--- config.mk ---
export PLATFORM = sky130hd
export DESIGN_NAME = sc_backg_speedtimer
export DESIGN_NICKNAME = d
export VERILOG_FILES = /design/src/rtl/sc_backg_pkg.sv /design/src/rtl/sc_backg_levelctr.sv /design/src/rtl/sc_backg_speedtimer.sv
export SDC_FILE = /design/constraint.sdc
export NUM_CORES = 1
export LEC_CHECK = 0
export BUFFER_PORTS_ARGS = -buffer_cell sky130_fd_sc_hd__clkbuf_2
export CORE_MARGIN = 1.5
export CORE_UTILIZATION = 60
export CTS_CLUSTER_DIAMETER = 80
export DETAILED_ROUTE_END_ITERATION = 10
export PLACE_DENSITY = 0.78
export SETUP_SLACK_MARGIN = 0.5
export SLEW_MARGIN = 5
export SYNTH_ARGS = -nofsm -noshare
export SYNTH_HDL_FRONTEND = slang
export SYNTH_SLANG_ARGS = --single-unit
--- constraint.sdc ---
create_clock -name SC_STATEMACHINEBACKG_CLOCK_50 -period 3.6 [get_ports SC_STATEMACHINEBACKG_CLOCK_50]
set_input_delay 0 -clock SC_STATEMACHINEBACKG_CLOCK_50 [delete_from_list [all_inputs] [get_ports SC_STATEMACHINEBACKG_CLOCK_50]]
set_output_delay 0 -clock SC_STATEMACHINEBACKG_CLOCK_50 [all_outputs]
set_load 0.1 [all_outputs]
--- src/rtl/sc_backg_pkg.sv ---
// Shared definitions for the background speed timer: state encoding, level width, default limits.
package sc_backg_pkg;

  localparam int unsigned LEVEL_W              = 3;
  localparam int unsigned DEF_DATAWIDTH        = 24;
  localparam logic [23:0] DEF_BASE_LIMIT       = 24'd5000000;
  localparam logic [23:0] DEF_MIN_LIMIT        = 24'd500000;
  localparam int unsigned DEF_SHIFTS_PER_LEVEL = 16;
  localparam int unsigned DEF_LEVEL_MAX        = 7;

  typedef enum logic [1:0] {
    ST_IDLE    = 2'b00,
    ST_RUN     = 2'b01,
    ST_EXPIRED = 2'b10
  } state_e;

endpackage

--- src/rtl/sc_backg_levelctr.sv ---
// Shift-progress counter feeding a saturating speed-level register.
module sc_backg_levelctr
  import sc_backg_pkg::*;
#(
  parameter int unsigned SHIFTS_PER_LEVEL = DEF_SHIFTS_PER_LEVEL,
  parameter int unsigned LEVEL_MAX        = DEF_LEVEL_MAX
) (
  input  logic               SC_STATEMACHINEBACKG_CLOCK_50,
  input  logic               SC_STATEMACHINEBACKG_RESET_InHigh,
  input  logic               clear_i,
  input  logic               shift_i,
  output logic [LEVEL_W-1:0] level_o
);

  localparam int unsigned PROG_W = (SHIFTS_PER_LEVEL > 1) ? $clog2(SHIFTS_PER_LEVEL) : 1;
  localparam logic [PROG_W-1:0]  PROG_LAST = PROG_W'(SHIFTS_PER_LEVEL - 1);
  localparam logic [LEVEL_W-1:0] LVL_TOP   = LEVEL_W'(LEVEL_MAX);

  logic [PROG_W-1:0]  prog_q, prog_d;
  logic [LEVEL_W-1:0] level_q, level_d;

  always_ff @(posedge SC_STATEMACHINEBACKG_CLOCK_50 or posedge SC_STATEMACHINEBACKG_RESET_InHigh) begin
    if (SC_STATEMACHINEBACKG_RESET_InHigh) begin
      prog_q  <= '0;
      level_q <= '0;
    end else begin
      prog_q  <= prog_d;
      level_q <= level_d;
    end
  end

  // Clear dominates; the last shift of a level wraps progress and steps the level.
  always_comb begin
    prog_d  = prog_q;
    level_d = level_q;
    if (clear_i) begin
      prog_d  = '0;
      level_d = '0;
    end else if (shift_i) begin
      if (prog_q >= PROG_LAST) begin
        prog_d = '0;
        if (level_q < LVL_TOP) level_d = level_q + LEVEL_W'(1);
      end else begin
        prog_d = prog_q + PROG_W'(1);
      end
    end
  end

  assign level_o = level_q;

endmodule

--- src/rtl/sc_backg_speedtimer.sv ---
// Background drop timer with terminal-count flag; level speed-up enabled by SC_BACKG_SPEEDUP_EN.
module sc_backg_speedtimer
  import sc_backg_pkg::*;
#(
  parameter int unsigned              DATAWIDTH_BUS    = DEF_DATAWIDTH,
  parameter logic [DATAWIDTH_BUS-1:0] BASE_LIMIT       = DATAWIDTH_BUS'(DEF_BASE_LIMIT),
  parameter logic [DATAWIDTH_BUS-1:0] MIN_LIMIT        = DATAWIDTH_BUS'(DEF_MIN_LIMIT),
  parameter int unsigned              SHIFTS_PER_LEVEL = DEF_SHIFTS_PER_LEVEL,
  parameter int unsigned              LEVEL_MAX        = DEF_LEVEL_MAX
) (
  input  logic               SC_STATEMACHINEBACKG_CLOCK_50,
  input  logic               SC_STATEMACHINEBACKG_RESET_InHigh,
  input  logic               upcount_InLow,
  input  logic               clear_InLow,
  input  logic               shift_InLow,
  output logic               T0_OutLow,
  output logic [LEVEL_W-1:0] level_Out
);

  localparam int unsigned CW = DATAWIDTH_BUS + 1;

  if (LEVEL_MAX >= (1 << LEVEL_W) || SHIFTS_PER_LEVEL == 0 || MIN_LIMIT > BASE_LIMIT) begin : g_cfg_err
    $error("sc_backg_speedtimer: inconsistent parameter set");
  end

  state_e                   state_q, state_d;
  logic [DATAWIDTH_BUS-1:0] cnt_q, cnt_d;
  logic                     t0_q, t0_d;
  logic [CW-1:0]            cnt_inc_c;
  logic [DATAWIDTH_BUS-1:0] limit_c;
  logic [LEVEL_W-1:0]       level_c;
  logic                     clear_c, shift_c, up_c;

  assign clear_c = ~clear_InLow;
  assign shift_c = ~shift_InLow & clear_InLow;
  assign up_c    = ~upcount_InLow;

`ifdef SC_BACKG_SPEEDUP_EN
  logic [DATAWIDTH_BUS-1:0] shifted_c;

  sc_backg_levelctr #(
    .SHIFTS_PER_LEVEL (SHIFTS_PER_LEVEL),
    .LEVEL_MAX        (LEVEL_MAX)
  ) u_levelctr (
    .SC_STATEMACHINEBACKG_CLOCK_50     (SC_STATEMACHINEBACKG_CLOCK_50),
    .SC_STATEMACHINEBACKG_RESET_InHigh (SC_STATEMACHINEBACKG_RESET_InHigh),
    .clear_i                           (clear_c),
    .shift_i                           (shift_c),
    .level_o                           (level_c)
  );

  // Each level halves the limit, floored so high levels stay playable.
  assign shifted_c = BASE_LIMIT >> level_c;
  assign limit_c   = (shifted_c < MIN_LIMIT) ? MIN_LIMIT : shifted_c;
`else
  assign level_c = '0;
  assign limit_c = BASE_LIMIT;
`endif

  // One extra bit so the +1 compare can never wrap.
  assign cnt_inc_c = {1'b0, cnt_q} + CW'(1);

  always_ff @(posedge SC_STATEMACHINEBACKG_CLOCK_50 or posedge SC_STATEMACHINEBACKG_RESET_InHigh) begin
    if (SC_STATEMACHINEBACKG_RESET_InHigh) begin
      state_q <= ST_IDLE;
      cnt_q   <= '0;
      t0_q    <= 1'b1;
    end else begin
      state_q <= state_d;
      cnt_q   <= cnt_d;
      t0_q    <= t0_d;
    end
  end

  // Priority: clear, then shift, then upcount.
  always_comb begin
    state_d = state_q;
    cnt_d   = cnt_q;
    if (clear_c || shift_c) begin
      state_d = ST_IDLE;
      cnt_d   = '0;
    end else begin
      case (state_q)
        ST_IDLE: begin
          cnt_d = '0;
          if (up_c) begin
            state_d = ST_RUN;
            cnt_d   = DATAWIDTH_BUS'(1);
          end
        end
        ST_RUN: begin
          if (up_c) begin
            if (cnt_inc_c >= {1'b0, limit_c}) state_d = ST_EXPIRED;
            else                              cnt_d   = cnt_inc_c[DATAWIDTH_BUS-1:0];
          end
        end
        ST_EXPIRED: ;
        default: begin
          state_d = ST_IDLE;
          cnt_d   = '0;
        end
      endcase
    end
    t0_d = (state_d != ST_EXPIRED);
  end

  assign T0_OutLow = t0_q;
  assign level_Out = level_c;

endmodule

## After elaboration in Yosys (flattened, before gate mapping)

Cells that the tools add are included.

- Add/subtract/negate cells: 1
- Multipliers: 0
- Divide/modulo/power cells: 0
- Order comparisons: 1
- Eq/ne operators: 6
- Shift-type cells: 0
- Mux-type cells: 10
- Bitwise logic cells: 3
- Reductions and logical operators: 3

Operators by type and width:

| cell | count |
|---|---|
| 2-to-1 mux 24 bit | 3 |
| case mux 24 bit (3 select lines) | 1 |
| adder 24 x 1 -> 25 bit (second input constant) | 1 |
| greater-or-equal comparator 25 x 23 -> 1 bit (second input constant) | 1 |
| 2-to-1 mux 2 bit | 4 |
| != test 3 bit (second input constant) | 2 |
| case mux 2 bit (3 select lines) | 1 |
| != test 2 bit (second input constant) | 2 |
| AND reduction 3 bit | 1 |
| equality test 2 x 1 -> 1 bit (second input constant) | 1 |
| equality test 2 bit (second input constant) | 1 |
| logical NOT 2 bit | 1 |
| NOT 1 bit | 2 |
| AND 1 bit | 1 |
| logical OR 1 bit | 1 |
| 2-to-1 mux 1 bit | 1 |

- Flip-flop bits (word level): 27
- Latch bits: 0
- RAM bits: 0
- ROM bits: 0
- Bits of input ports: 5
- Output and inout port bits: 4
- Logic and storage cells: 27
- Memories: 0

## Logic depth before layout (Yosys ltp)

Gate-level depths: netlist of the first run.

- Depth after elaboration: 7
- Mapped depth: 12
- Mapped depth without buffers: 10

## Worst setup path after synthesis of the first run

Ideal clock, no wire load.

- Kind: register to register
- Start point: register cnt_q[0]
- End point: register cnt_q[19]
- Setup time: 0.079 ns
- Data arrival time: 2.969 ns
- Data required time: 3.521 ns
- Setup slack: 0.552 ns
- Cell stages (with the launch flop): 13
- Path buffers: 2
- Period minus slack after synthesis: 3.048 ns
- Path through: dfrtp_1 > ha_1 > nand4_1 > or3_1 > clkbuf_1 > nor3_1 > nand3_1 > a2bb2oi_1 > o31ai_2 > a2111oi_4 > buf_4 > nand3_1 > mux2i_1

- Longest elaborated chain between the ends: 5
- Elaborated cells on any way between the ends: 8
- Classes of those cells: add/sub (1); order compare (1); eq/ne (1); mux (4); reduce/logical (1)

Ends and longest elaborated chain:

| item | RTL line | RTL |
|---|---|---|
| from (decl) | sc_backg_speedtimer.sv:27 | `logic [DATAWIDTH_BUS-1:0] cnt_q, cnt_d;` |
| from (signal assigned) | sc_backg_speedtimer.sv:70 | `cnt_q <= cnt_d;` |
| adder 24 x 1 -> 25 bit * | sc_backg_speedtimer.sv:61 | `assign cnt_inc_c = {1'b0, cnt_q} + CW'(1);` |
| branches (longest 4 deep; another with greater-or-equal comparator 25 x 23 -> 1 bit) | n/a |  |

Mark *: on every way between the ends. The select of a mux whose other input is x is not followed.
A chain may end at the register's enable or synchronous reset.

## Final worst setup path of the first run

Same ends and word-level chain as after synthesis.

==> flow_metrics.py, run 1 <==
metrics = {
    "outcome": {
        "status": "complete, no violations",
    },
    "routing": {
        "wl_per_cell_um": 15.6,
        "drt-initial-drc-count": 179,
        "drcViolationCount": 0,
        "first_pass_iters": 5,
        "vias_per_cell": 6.13,
        "drt_wl_total_um": 4820,
        "vias": 1899,
        "detail-route-antenna-nets": 0,
    },
    "sta": {
        "rsz0062_at_grt": "true",
        "relSlewSlack_pct": 32.4,
        "report.final.hold_viol_count": 0,
        "finClkSkew_ns": 0.00855,
        "finalSetupTns_ns": 0,
        "fin_crit_sh_pct": 84.2,
        "maxSlewViolCount": 0,
        "tightestPinTransition_ns": 1.01,
        "hold_slack_ns": 0.0612,
        "min_period_ns": 3.03,
        "fmax_mhz": 330,
        "setup_viol": 0,
    },
    "synthesis": {
        "netlist_instances": 251,
        "syn_avg_cell_area_um2": 8.31,
        "synth-edff-count": 0,
        "synthFlopType": "dfrtp_1",
        "synth-seq-area-share_pct": 32.4,
        "yosys-top-cells-count": "26 x dfrtp_1, 25 x nand2_1, 17 x nor2_1",
        "async_reset_ff_share_pct": 100,
        "synth.most_common_cell": "dfrtp_1",
        "synth.area.top_cells": "dfrtp_1 31%, mux2i_1 5.8%, nand2_1 4.5%",
        "syn_area_um2": 2090,
        "synth_warnings": 0,
        "synth_seq_cells": 27,
        "synth_top_area_share_pct": 31.2,
        "synth_top_cell_by_area": "dfrtp_1",
        "synthDistinctLibCells": 54,
    },
    "floorplanning": {
        "die_h_um": 62.0,
        "die-area_um2": 3840,
        "ios": 9,
        "initial_utilization_pct": 62.5,
        "core_um2": 3340,
        "rows": 21,
        "die_x_um": 62.0,
    },
    "global_routing": {
        "grt_pass1_vias": 1717,
        "antenna_found_initial": 0,
        "grt_max_degree": 28,
        "grt_first_pass_wirelength_um": 8090,
        "overflow": 0,
        "grt_usage_pct": 27.9,
    },
    "pwr": {
        "powerDensity_nw_per_um2": 205,
        "combinationalPowerShare_pct": 8.8,
        "intPower_mw": 0.358,
        "leakage_nw": 0.901,
        "finalPower_mw": 0.486,
        "vdd_drop_max_uv": 183,
        "pwr-share-clk_pct": 28.3,
        "power_frac_seq_pct": 62.9,
        "p_sw_mw": 0.128,
        "netSwitchingFraction_pct": 26.4,
    },
    "placement": {
        "dp.final_hpwl_um": 3170,
        "portBuffers": 5,
        "gp_congestion": 0.875,
        "place_area_um2": 2110,
    },
    "hold_path": {
        "holdCritPathClass": "in -> reg",
    },
    "final_layout": {
        "nets": 271,
        "drive_gt1_share_pct": 23.9,
        "n_fill_cell": 249,
        "antenna_cells": 0,
        "area_delta_synth_final_pct": 14.0,
        "design_area_um2": 2380,
        "utilization_pct": 71.3,
    },
    "worst_setup_path": {
        "path_class": "reg -> reg",
        "start_kind": "register",
        "worst_setup_path_end_kind": "register",
        "crit_fanout": 22,
        "required_ns": 3.87,
        "crit_arrival_ns": 3.30,
    },
    "job": {
        "maxCapViolCount": 0,
    },
    "clock_tree": {
        "root_buffer": "clkbuf_4",
        "cts_tree": "yes",
        "cts_max_path_buffers": 2,
        "path_clk_slew_ns": 0.15,
        "clk_latency_ns": 0.34,
        "cts_num_sinks": 27,
        "cts_max_level": 1,
        "cts-buffers-inserted": 3,
    },
}
metal layers:
layer / vias up / track usage (%) / share of wire, %
met4: 0 / 5.47 / 0.75
li1: 936 / - / -
met5: - / 0 / 0
met3: 6 / 3.31 / 4.3
met2: 46 / 45.1 / 49
met1: 911 / 40.3 / 46
cell usage in the layout (no fill, tap or decap), types with 3 or more instances in the layout:
| master | Yosys | routed |
|---|---|---|
| a22o_1 | 8 | 8 |
| clkbuf_2 | 0 | 5 |
| nand3_2 | 3 | 3 |
| nor3b_1 | 4 | 4 |
| nand3_1 | 16 | 15 |
| nor4_1 | 6 | 6 |
| nor3_1 | 10 | 9 |
| dfrtp_2 | 0 | 10 |
| dfrtp_1 | 26 | 16 |
| nand2b_1 | 4 | 4 |
| inv_1 | 8 | 8 |
| a221o_1 | 3 | 3 |
| a31oi_1 | 3 | 3 |
| and3_1 | 6 | 4 |
| o21ai_0 | 5 | 5 |
| buf_6 | 0 | 4 |
| nand2_1 | 25 | 25 |
| conb_1 | 1 | 3 |
| nor2_1 | 17 | 17 |
| or3_1 | 4 | 4 |
| xnor2_1 | 5 | 5 |
| nand4_1 | 6 | 6 |
| mux2i_1 | 12 | 12 |
| a21oi_1 | 13 | 13 |
| buf_4 | 9 | 22 |
| a21o_1 | 4 | 4 |
| clkbuf_4 | 0 | 3 |
cell type report:
cell class	count	area [um^2]	area share, %
clock buffer	4	26.3	1.10
inverter	8	30.0	1.26
multi-input combinational	192	1310	55.1
sequential	27	689	29.0
tap	46	57.6	2.42
timing repair buffer	33	265	11.2
cell families after synthesis:
kind of cell | synth area share, %
XOR/XNOR | 2.52
AO/OA/AOI/OAI | 19.7
flip-flops | 32.4
other | 0.180
adder cells (fa/ha/maj) | 0.599
buffers and inverters | 8.27
multiplexers | 5.76
AND/OR/NAND/NOR | 30.6
sequential cells by signal, indices dropped and copies added, names as in the netlist:
signal / cells
T0_OutLow: 1
cnt_q: 24
state_q: 2
repair_timing:
item | in CTS | in global routing
pin swaps | 2 | 7
setup buffers | 11 | 9
endpoints found under the setup margin | 22 | 21
hold buffers | 1 | 0
endpoints found under the hold margin | 26 | 0
gates resized for setup | 13 | 12
path summary, 6_finish.rpt:
path / startpoint / to / slack (ns) / cells after the start
max in group asynchronous: SC_STATEMACHINEBACKG_RESET_InHigh / cnt_q[10] / 2.50 / 3
max: cnt_q[0] / cnt_q[19] / 0.57 / 12
max reg2reg: cnt_q[0] / cnt_q[19] / 0.57 / 12
min reg2reg: cnt_q[23] / cnt_q[23] / 0.51 / 1
min: upcount_InLow / state_q[0] / 0.06 / 2
min in group asynchronous: SC_STATEMACHINEBACKG_RESET_InHigh / cnt_q[6] / 0.42 / 3
power by group through the flow:
stage	Sequential (mW)	Combinational, mW	Clock (mW)
floorplan	0.312	0.0333	0
CTS	0.306	0.0419	0.137
detailed placement	0.312	0.0379	0
global route	0.306	0.0478	0.145
global placement	0.312	0.0376	0
finish	0.306	0.0426	0.138
metrics by stage:
step,setup slack (ns),std cells
after CTS,0.527,301
final,0.570,310
after detailed placement,0.244,285
after floorplan,0.552,253
after global placement,0.378,285
after global routing,0.443,310
worst max-delay path, stage by stage (launching register included):
cell and delay (ns):
dfrtp_2 0.42, buf_4 0.16, nand4_1 0.13, nor4_1 0.42, buf_4 0.21, nor4_1 0.04, a31oi_1 0.25, a211oi_2 0.11
or3_1 0.42, a2111oi_4 0.36, buf_12 0.21, a21oi_1 0.06, mux2i_1 0.15
Power figures use the tool's default switching activity.
==> run 2: changes to the inputs <==
==> constraint.sdc (replaced) <==
create_clock -name SC_STATEMACHINEBACKG_CLOCK_50 -period 2.9 [get_ports SC_STATEMACHINEBACKG_CLOCK_50]
set_input_delay 0 -clock SC_STATEMACHINEBACKG_CLOCK_50 [delete_from_list [all_inputs] [get_ports SC_STATEMACHINEBACKG_CLOCK_50]]
set_output_delay 0 -clock SC_STATEMACHINEBACKG_CLOCK_50 [all_outputs]
set_load 0.1 [all_outputs]
==> run 2 against run 1 <==
The run now ends with negative setup slack left. Global-route usage grew 1.7 points. Combinational power grew 38%. Setup slack lost 0.80 ns. First-iteration DRC count grew 47%. Wire length grew 34%. Sequential share of layout area shrank 3.9 points. Critical endpoint unchanged. Largest cell class unchanged. Clock power grew 29%. Sequential power grew 24%. Via count grew 15%. Non-clock buffer count grew 18. Largest power group unchanged. Final cell count grew 5.8%. Sequential cell count is the same.
==> flow_metrics.py, run 2 (synthesis gave the netlist of run 1 again) <==
metrics = {
    "routing": {
        "vias": 2190,
        "detail-route-antenna-nets": 0,
        "wl_per_cell_um": 19.8,
        "drt-initial-drc-count": 263,
        "first_pass_iters": 5,
        "vias_per_cell": 6.68,
        "drcViolationCount": 0,
        "drt_wl_total_um": 6480,
    },
    "pwr": {
        "powerDensity_nw_per_um2": 226,
        "vdd_drop_max_uv": 151,
        "netSwitchingFraction_pct": 27.5,
        "pwr-share-clk_pct": 28.8,
        "p_sw_mw": 0.169,
        "combinationalPowerShare_pct": 9.6,
        "finalPower_mw": 0.617,
        "power_frac_seq_pct": 61.6,
        "intPower_mw": 0.448,
        "leakage_nw": 1.09,
    },
    "job": {
        "maxCapViolCount": 0,
    },
    "sta": {
        "maxSlewViolCount": 0,
        "finalSetupTns_ns": -4.15,
        "rsz0062_at_grt": "true",
        "fmax_mhz": 319,
        "fin_ws_ns": -0.232,
        "report.final.hold_viol_count": 0,
        "finClkSkew_ns": 0.0101,
        "fin_crit_sh_pct": 108,
        "hold_slack_ns": 0.0832,
        "tightestPinTransition_ns": 1.03,
        "min_period_ns": 3.13,
        "relSlewSlack_pct": 31.3,
        "setup_viol": 22,
    },
    "placement": {
        "portBuffers": 5,
        "dp.final_hpwl_um": 3400,
        "gp_congestion": 0.899,
        "dp_slack_ns": -0.0598,
    },
    "final_layout": {
        "final_common_cell": "buf_4",
        "antenna_cells": 0,
        "largest-register": "cnt_q",
        "nets": 289,
        "drive_gt1_share_pct": 34.8,
        "utilization_pct": 81.9,
        "final_cell_mix": "37 x buf_4, 24 x nand2_1, 19 x dfrtp_1",
        "largest_register_ffs": 24,
        "area_delta_synth_final_pct": 30.9,
    },
    "hold_path": {
        "min_from": "upcount_InLow",
        "holdCritPathClass": "in -> reg",
    },
    "clock_tree": {
        "root_buffer": "clkbuf_4",
        "cts_num_sinks": 27,
        "path_clk_slew_ns": 0.16,
        "cts-buffers-inserted": 3,
        "cts_max_level": 1,
        "clk_latency_ns": 0.35,
        "cts_tree": "yes",
        "cts_max_path_buffers": 2,
    },
    "outcome": {
        "status": "complete, but fails checks",
        "violations": "negative setup slack",
    },
    "worst_setup_path": {
        "setup.worst_path.start": "cnt_q[2]",
        "path_delay_family": "compound AO/OA/AOI/OAI gates",
        "critPathMostFrequentCell": "buf_4",
        "timing.rr.start": "cnt_q[2]",
        "path_class": "reg -> reg",
        "crit_fanout": 11,
        "path_buf_inv": 4,
        "start_kind": "register",
        "worst_setup_path_end_kind": "register",
        "crit_arrival_ns": 3.40,
        "crit_slowest_cell": "dfrtp_1",
        "max_stage_delay_ns": 0.50,
        "required_ns": 3.17,
        "rrSetupSlack_ns": -0.23,
        "crit_chain": "nand4_1 > buf_4 > buf_4 > o21ai_0 > o21ai_1 > a31oi_2 > a211oi_2 > or3_4 > a2111oi_4 > buf_4 > buf_12 > a21oi_1 > mux2i_1",
    },
    "floorplanning": {
        "die_x_um": 62.0,
        "die_h_um": 62.0,
        "initial_utilization_pct": 62.5,
        "rows": 21,
        "ios": 9,
        "die-area_um2": 3840,
        "core_um2": 3340,
    },
    "global_routing": {
        "grt_usage_pct": 29.6,
        "grt_pass1_vias": 1846,
        "overflow": 0,
        "grt_max_degree": 38,
        "grt_first_pass_wirelength_um": 8470,
        "antenna_found_initial": 0,
    },
}
## run 2: changes by cell type in the layout (fill, tap and decap cells not counted), moves of 3 or more
cell,change
nor4_4,+3
clkbuf_16,+3
dfrtp_2,-3
nor3_1,-4
nor4_1,-3
a21oi_2,+3
a21oi_1,-3
dfrtp_1,+3
nor3_2,+3
buf_4,+15
## run 2: final cells by class
cell class / instances / area (um^2)
clock buffers: 4 / 26.3
repair buffers: 51 / 462
well taps: 46 / 57.6
multi-input cells: 192 / 1470
inverters: 8 / 30.0
fillers: 189 / 606
flip-flops and latches: 27 / 686
## run 2: path summary, 6_finish.rpt
check	cells after the start	end
max	13	cnt_q[19]
min	2	state_q[0]
max reg2reg	13	cnt_q[19]
min reg2reg	1	cnt_q[23]
max in group asynchronous	3	cnt_q[10]
min in group asynchronous	3	cnt_q[6]
## run 2: repair_timing
action,4_1_cts,5_1_grt
resized for setup,19,24
setup endpoints to repair,27,27
gates cloned,0,3
hold endpoints to repair,26,0
setup buffers,7,10
pin swaps,2,6
hold buffers,1,0
## run 2: routing by layer
metal,part of all wire (%),track usage [%]
met1,39,38.4
met2,49,49.7
met3,7.5,3.73
met4,3.8,11.9
met5,0,0
## run 2: power groups by stage
stage,combinational [mW],clock [mW],sequential [mW]
6_report,0.0590,0.178,0.380
3_5_place_dp,0.0508,0,0.387
5_1_grt,0.0644,0.190,0.380
2_1_floorplan,0.0431,0,0.388
4_1_cts,0.0529,0.174,0.380
3_3_place_gp,0.0500,0,0.387
## run 2: worst register-to-register path: cells and delay by family (launching register included)
family                 cells  cell delay (ns)
buffers and inverters      4             0.68
AND/OR/NAND/NOR            2             0.61
flip-flops                 1             0.50
AO/OA/AOI/OAI              6             1.12
multiplexers               1             0.16
## run 2: through the flow
step	instances	area (um^2)
finish	328	2730
global placement	303	2300
floorplan	253	2150
CTS	315	2470
detailed placement	303	2300
global route	328	2730
==> run 3: changes to the inputs <==
--- a/config.mk
+++ b/config.mk
@@ -5,7 +5,7 @@
 export SDC_FILE = /design/constraint.sdc
 export NUM_CORES = 1
 export LEC_CHECK = 0
-export BUFFER_PORTS_ARGS = -buffer_cell sky130_fd_sc_hd__clkbuf_2
+export BUFFER_PORTS_ARGS = -buffer_cell sky130_fd_sc_hd__buf_2
 export CORE_MARGIN = 1.5
 export CORE_UTILIZATION = 60
 export CTS_CLUSTER_DIAMETER = 80
==> run 3 against run 2 <==
The run still ends with negative setup slack left. Sequential power is essentially flat. First-iteration DRC count rose by 84%. Power grew 0.61%. Critical path depth is 2 lower. Clock-buffer cell count down 1. Final cell count grew 2.4%. Die area stayed put. Largest cell class unchanged.
==> flow_metrics.py, run 3 (synthesis gave the netlist of run 1 again) <==
metrics = {
    "outcome": {
        "status": "complete, but fails checks",
        "violations": "negative setup slack",
    },
    "sta": {
        "maxSlewViolCount": 0,
        "rsz0062_at_grt": "true",
        "relSlewSlack_pct": 31.9,
        "fmax_mhz": 326,
        "fin_ws_ns": -0.167,
        "tightestPinTransition_ns": 1.02,
        "fin_crit_sh_pct": 106,
        "setup_viol": 23,
        "min_period_ns": 3.07,
        "finClkSkew_ns": 0.0160,
        "report.final.hold_viol_count": 0,
    },
    "global_routing": {
        "overflow": 0,
        "grt_usage_pct": 32.8,
        "grt_first_pass_wirelength_um": 9340,
        "antenna_found_initial": 0,
        "grt_max_degree": 28,
        "grt_pass1_vias": 2074,
    },
    "worst_setup_path": {
        "worst_setup_path_end_kind": "register",
        "path_class": "reg -> reg",
        "crit_fanout": 11,
        "crit_arrival_ns": 3.31,
        "start_kind": "register",
        "required_ns": 3.14,
    },
    "final_layout": {
        "layoutNonFillerInstCount": 336,
        "multiInputGateArea_um2": 1450,
        "regArea_um2": 683,
        "nets": 297,
        "n_fill_cell": 172,
        "final_cell_mix": "41 x buf_4, 23 x nand2_1, 21 x dfrtp_1",
        "antenna_cells": 0,
        "largest_register_ffs": 24,
        "area_delta_synth_final_pct": 35.1,
        "drive_gt1_share_pct": 36.9,
        "final_common_cell": "buf_4",
        "design_area_um2": 2820,
        "largest-register": "cnt_q",
        "utilization_pct": 84.5,
    },
    "clock_tree": {
        "path_clk_slew_ns": 0.16,
        "cts_num_sinks": 27,
        "clk_latency_ns": 0.36,
        "cts_max_level": 1,
        "cts_tree": "yes",
        "cts-buffers-inserted": 3,
        "root_buffer": "clkbuf_4",
        "cts_max_path_buffers": 2,
    },
    "placement": {
        "dp_slack_ns": -0.0925,
        "place_inst": 305,
        "dp.final_hpwl_um": 3340,
        "place_area_um2": 2320,
        "portBuffers": 5,
        "gp_congestion": 0.940,
    },
    "routing": {
        "wl_per_cell_um": 20.8,
        "vias_per_cell": 6.89,
        "first_pass_iters": 5,
        "vias": 2316,
        "detail-route-antenna-nets": 0,
        "drcViolationCount": 0,
        "drt-initial-drc-count": 483,
        "drt_wl_total_um": 6980,
    },
    "pwr": {
        "power_frac_seq_pct": 61.3,
        "pwr-share-clk_pct": 28.8,
        "p_sw_mw": 0.173,
        "vdd_drop_max_uv": 223,
        "netSwitchingFraction_pct": 27.9,
        "intPower_mw": 0.447,
        "combinationalPowerShare_pct": 9.9,
        "leakage_nw": 1.14,
        "powerDensity_nw_per_um2": 220,
    },
    "floorplanning": {
        "die_x_um": 62.0,
        "initial_utilization_pct": 62.5,
        "ios": 9,
        "die-area_um2": 3840,
        "die_h_um": 62.0,
        "rows": 21,
        "core_um2": 3340,
    },
    "job": {
        "maxCapViolCount": 0,
    },
    "hold_path": {
        "holdCritPathClass": "in -> reg",
    },
}
[run 3: cell count changes in the layout (fill, tap and decap cells not counted), sizes merged]
cell / previous run / this run
buf: 42 / 55
clkinv: 0 / 1
clkbuf: 12 / 6
[run 3: timing repair]
action / in CTS / in global routing
buffers inserted: 19 / 2
cloned: 2 / 3
resized for setup: 19 / 23
hold buffers: 1 / 0
hold endpoints to repair: 26 / 0
setup endpoints to repair: 27 / 27
pin swaps: 9 / 5
[run 3: routing by layer]
| layer | share of wire, % | track usage, % | wire length (um) | up-vias |
|---|---|---|---|---|
| li1 | - | - | - | 997 |
| met1 | 38 | 42.0 | 2670 | 1111 |
| met2 | 48 | 53.6 | 3340 | 168 |
| met3 | 9.6 | 6.42 | 673 | 40 |
| met4 | 4.3 | 14.3 | 302 | 0 |
| met5 | 0 | 0 | 0 | - |
[run 3: final timing paths]
path	from	to	slack, ns	depth (start not counted)
setup reg to reg	cnt_q[13]	cnt_q[12]	-0.17	11
max in group asynchronous	SC_STATEMACHINEBACKG_RESET_InHigh	cnt_q[10]	1.80	3
hold / removal	upcount_InLow	state_q[0]	0.06	2
setup / recovery	cnt_q[13]	cnt_q[12]	-0.17	11
min in group asynchronous	SC_STATEMACHINEBACKG_RESET_InHigh	cnt_q[3]	0.41	3
hold reg to reg	cnt_q[23]	cnt_q[23]	0.53	1
[run 3: final cells by class]
type                            instances  share of cell area [%]
Tap cell                               46                    2.04
Clock inverter                          1                   0.177
Timing Repair Buffer                   59                    20.2
Clock buffer                            3                   0.799
Inverter                                8                    1.06
Sequential cell                        27                    24.2
Multi-Input combinational cell        192                    51.5
[run 3: worst max-delay path, stage by stage, from the launching register on]
cell and delay [ns]:
dfrtp_1 0.56, nand4_1 0.25, nor4_4 0.44, buf_4 0.20, xnor2_1 0.11, nand3_1 0.14
a2bb2oi_4 0.21, nor3b_4 0.27, a2111oi_4 0.10, buf_4 0.17, clkbuf_16 0.17, a221o_1 0.36
[run 3: through the flow]
step	hold WS (ns)	total power, mW	setup TNS, ns
5_1_grt	0.0722	0.639	-3.78
4_1_cts	0.0336	0.612	0
3_3_place_gp	0.286	0.437	-0.00352
3_5_place_dp	0.297	0.438	-0.579
6_report	0.0560	0.621	-1.67
2_1_floorplan	0.0519	0.431	-0.165
[run 3: power by group through the flow]
stage / clock, mW / sequential [mW] / combinational (mW)
global placement: 0 / 0.387 / 0.0500
CTS: 0.175 / 0.380 / 0.0568
detailed placement: 0 / 0.387 / 0.0509
finish: 0.179 / 0.380 / 0.0614
floorplan: 0 / 0.388 / 0.0431
global route: 0.192 / 0.381 / 0.0660
